$ cat config.mk
export PLATFORM = sky130hd
export DESIGN_NAME = mac16_accum
export DESIGN_NICKNAME = d
export VERILOG_FILES = /design/src/rtl/mac16_pkg.sv /design/src/rtl/mac16_mult.sv /design/src/rtl/mac16_accum.sv
export SDC_FILE = /design/constraint.sdc
export NUM_CORES = 1
export LEC_CHECK = 0
export ABC_AREA = 0
export CAP_MARGIN = 20
export CORE_MARGIN = 2
export CORE_UTILIZATION = 56
export CTS_BUF_LIST = sky130_fd_sc_hd__clkbuf_16
export DETAILED_ROUTE_END_ITERATION = 10
export GPL_TIMING_DRIVEN = 0
export PLACE_DENSITY = 0.81
export RECOVER_POWER = 50
export SETUP_SLACK_MARGIN = 0.1
export SLEW_MARGIN = 20
export SYNTH_ARGS = -nofsm -noshare
export SYNTH_HDL_FRONTEND = slang
export SYNTH_SLANG_ARGS = --single-unit
$ cat constraint.sdc
create_clock -name clk -period 0.8 [get_ports clk]
set_input_delay 0.16 -clock clk [delete_from_list [all_inputs] [get_ports clk]]
set_output_delay 0.16 -clock clk [all_outputs]
set_load 0.01 [all_outputs]
$ cat src/rtl/mac16_pkg.sv
// Shared widths, operand/accumulator types and the pipeline payload for the MAC16 stand-in.
package mac16_pkg;

  localparam int unsigned OP_W  = 16;
  localparam int unsigned EXT_W = 17;
  localparam int unsigned ACC_W = 34;

  typedef logic        [OP_W-1:0]  op_t;
  typedef logic signed [EXT_W-1:0] ext_t;
  typedef logic signed [ACC_W-1:0] acc_t;

  // Contents of the optional product/prev register stage.
  typedef struct packed {
    acc_t prev;
    acc_t prod;
  } mac_stage_t;

  // Widen a 16-bit operand to 17 bits, sign- or zero-extending.
  function automatic ext_t ext_op(input op_t v, input bit is_signed);
    return {is_signed & v[OP_W-1], v};
  endfunction

endpackage

$ cat src/rtl/mac16_mult.sv
// Combinational 17x17 signed multiply with per-operand signedness selection.
module mac16_mult
  import mac16_pkg::*;
#(
  parameter bit A_SIGNED = 1'b1,
  parameter bit B_SIGNED = 1'b0
) (
  input  logic        [OP_W-1:0]  a,
  input  logic        [OP_W-1:0]  b,
  output logic signed [ACC_W-1:0] product_c
);

  ext_t a_ext;
  ext_t b_ext;

  // Both operands widened to the full product width so the 34-bit result is exact.
  always_comb begin
    a_ext     = ext_op(a, A_SIGNED);
    b_ext     = ext_op(b, B_SIGNED);
    product_c = acc_t'(a_ext) * acc_t'(b_ext);
  end

endmodule

$ cat src/rtl/mac16_accum.sv
// Registered multiply-accumulate: result = prev_value + a*b, latency 1 or 2 cycles.
module mac16_accum
  import mac16_pkg::*;
#(
  parameter bit A_SIGNED      = 1'b1,
  parameter bit B_SIGNED      = 1'b0,
  parameter bit PIPELINE_MULT = 1'b0
) (
  input  logic                    en,
  input  logic                    clk,
  input  logic signed [ACC_W-1:0] prev_value,
  input  logic        [OP_W-1:0]  a,
  input  logic        [OP_W-1:0]  b,
  input  logic                    reset,
  output logic signed [ACC_W-1:0] result
);

  acc_t product_c;
  acc_t sum_c;

  mac16_mult #(
    .A_SIGNED (A_SIGNED),
    .B_SIGNED (B_SIGNED)
  ) u_mult (
    .a         (a),
    .b         (b),
    .product_c (product_c)
  );

  generate
    if (PIPELINE_MULT) begin : g_pipe
      mac_stage_t stage_r;

      // First stage captures the product and the accumulator input together.
      always_ff @(posedge clk or negedge reset) begin
        if (!reset) begin
          stage_r <= '0;
        end else if (en) begin
          stage_r.prev <= prev_value;
          stage_r.prod <= product_c;
        end
      end

      assign sum_c = stage_r.prev + stage_r.prod;
    end else begin : g_flat
      assign sum_c = prev_value + product_c;
    end
  endgenerate

  // Sum wraps modulo 2^34 by construction.
  always_ff @(posedge clk or negedge reset) begin
    if (!reset) begin
      result <= '0;
    end else if (en) begin
      result <= sum_c;
    end
  end

endmodule

==> results.txt <==
overall die height: 150 um
average wire per standard cell: 19.7 um
worst hold path type: input port to asynchronous set/reset pin
area of the multi-input gates: 0.0112 mm2
synth top area cells: fa_1 (33%), ha_1 (16%), inv_1 (8.3%)
fin util: 76.8%
outcome: complete, but fails checks
Detail Placement HPWL: 26.0 mm
Crit Path Max Fanout: 6
warnings from Yosys: 0
TritonCTS Buffers: 5
failing checks: negative setup slack
Skew-Pair Late Insertion Delay: 0.28 ns
ys async rst share: 100%
Post-synth top cells: inv_1 (264), fa_1 (195), nand2_1 (170), ha_1 (155), and2_1 (118)
CP Class: input port to register
GRT Overall Usage: 31.7%
global-route wire length before repair: 56.0 mm
Routed WL: 36.7 mm
Clk pin slew, worst setup/hold paths: 0.05 ns
CTS Buffer Depth: 2
Top-Level Pins: 103
Layout fillers: 1322
total grt overflow: 0
number of global-route vias before repair: 11161
core area: 0.0209 mm2
initial core utilization: 56.9%
via count: 10713
Reg2Reg Launch Point: result[8]$_DFFE_PN0P_
WP buf/inv: 8
syn_area_per_cell: 8.68 um2
final setup margin: -6.56 ns
Worst-Margin Slew: 0.703 ns
Final Non-Filler Cells: 1863
Synth top area share: 32.9%
Final Hold Viols: 0
drt initial violations: 844
PortBufs: 102
share of layout cells above drive strength 1: 29.5%
Final ANT Viol Nets: 0
Residual DRC: 0
top-count cell post-synth: inv_1
most used cell, CP: fa_1
Final Net Count: 2006
CP max-delay cell: fa_1
reg2reg end: result[8]$_DFFE_PN0P_
sequential area share after synthesis: 7.16%
CTS Sinks: 34
dpl cells: 1747
root buffer cell: clkbuf_16
CP endpoint kind: register
Avg Vias per Cell: 5.75
largest area contributor in the netlist: fa_1
die area: 0.0224 mm2
Slew Limit Fails: 0
Unique masters post-synth: 63
CP required: 0.98 ns
syn nets: 1788
Rows: 53
Layout area overhead: 35.1%
Max Clock Freq: 0.136 GHz
setup slack, reg-to-reg: -0.10 ns
Setup-failing EPs final: 68
initial antenna violation count: 0
TritonCTS clock tree: built
post-layout min period: 7.36 ns
post-synthesis cell count: 1369
Die X: 150 um
max-cap violations: 0
# diodes: 0
Arr. time, crit path: 7.54 ns
EDFF count, synth: 0
worst stage delay on the critical path: 0.56 ns
R2R depth: 2
mapped cell area: 0.0119 mm2
max reg flops: 34
GP Congestion: 0.972
largest reg by FF count: result
max_slew headroom: 51.9%
Startpoint Class: input port
drt first pass iters: 6
Post-synth top flop: dfrtp_1
RSZ-0062 raised after global routing: true
CP delay by family, top: adder cells
Reg area: 851 um2
htree depth: 2
crit share post-route: 920%
clk_skew: 0 ns
biggest regs: result x34
largest net degree at the start of global routing: 33
#FFs+latches synth: 34
## routing by layer
layer	part of all wire [%]	global-route usage (%)	vias to the layer above
met2	49	54.7	569
met5	0	0	-
met1	39	42.1	5209
met3	7.4	2.87	138
li1	-	-	4797
met4	4.8	11.1	0
## layout make-up
| cell class | count | share of cell area, % |
|---|---|---|
| multi-input combinational | 1030 | 70.0 |
| timing repair buffer | 211 | 11.5 |
| inverter | 265 | 6.24 |
| sequential | 34 | 5.30 |
| buffer | 40 | 3.98 |
| tap | 275 | 2.14 |
| clock buffer | 5 | 0.780 |
| clock inverter | 3 | 0.0702 |
## what timing repair did
action                                  in CTS  in global routing
hold buffers                                 1                  0
hold endpoints to repair                    34                  0
buffers inserted                            70                 39
endpoints found under the setup margin      68                 68
gates resized for setup                    491                114
pin swaps                                   78                 77
## worst max-delay path by stage
stage	start	endpoint	slack, ns	cells past startpoint
6_report	b[11]	result[33]$_DFFE_PN0P_	-6.56	30
5_1_grt	a[5]	result[31]$_DFFE_PN0P_	-6.76	32
4_1_cts	b[7]	result[32]$_DFFE_PN0P_	-6.37	33
3_5_place_dp	a[15]	result[32]$_DFFE_PN0P_	-7.70	29
3_3_place_gp	a[15]	result[32]$_DFFE_PN0P_	-7.62	29
2_1_floorplan	a[4]	result[32]$_DFFE_PN0P_	-6.14	30
## worst reg2reg max path, stage by stage (launching register included)
cell and delay [ns]:
dfrtp_1 0.38, buf_4 0.13, mux2_4 0.27
## kinds of logic (layout without fill, tap and decap cells)
| kind of cell | Yosys count | after routing | share of synthesized area (%) |
|---|---|---|---|
| AND/OR/NAND/NOR | 409 | 409 | 17.0 |
| adder cells (fa/ha/maj) | 350 | 350 | 49.2 |
| buffers and inverters | 305 | 524 | 9.66 |
| AO/OA/AOI/OAI | 196 | 196 | 10.9 |
| XOR/XNOR | 50 | 50 | 3.69 |
| flip-flops | 34 | 34 | 7.16 |
| multiplexers | 25 | 25 | 2.37 |
## through the flow
step	instance area, um2	TNS (ns)	hold WS [ns]	setup slack [ns]
after floorplan	12600	-148.63	-0.136	-6.14
after global placement	14000	-236.47	0.490	-7.62
after detailed placement	14000	-201.57	-0.0279	-7.70
after CTS	15300	-165.67	0.228	-6.37
after global routing	16100	-174.48	0.263	-6.76
final	16100	-169.45	0.247	-6.56
## placed cells by master, fill, tap and decap left out, drive strengths merged, types with 5 or more instances in the layout
master,instances
inv,264
fa,195
buf,172
nand2,170
ha,155
and2,118
a21oi,76
clkbuf,46
nor2,42
clkdlybuf4s50,34
dfrtp,34
xnor2,33
o21ai,28
mux2,25
a21o,21
xor2,17
nand2b,14
nand3,14
nor3,12
o21bai,10
nand4,8
o21a,8
o211ai,8
and3,8
o311ai,8
a31o,5
Power is left out: the tool's default activity adds up to more than one toggle a clock period on the data nets, which glitch-free logic cannot reach.
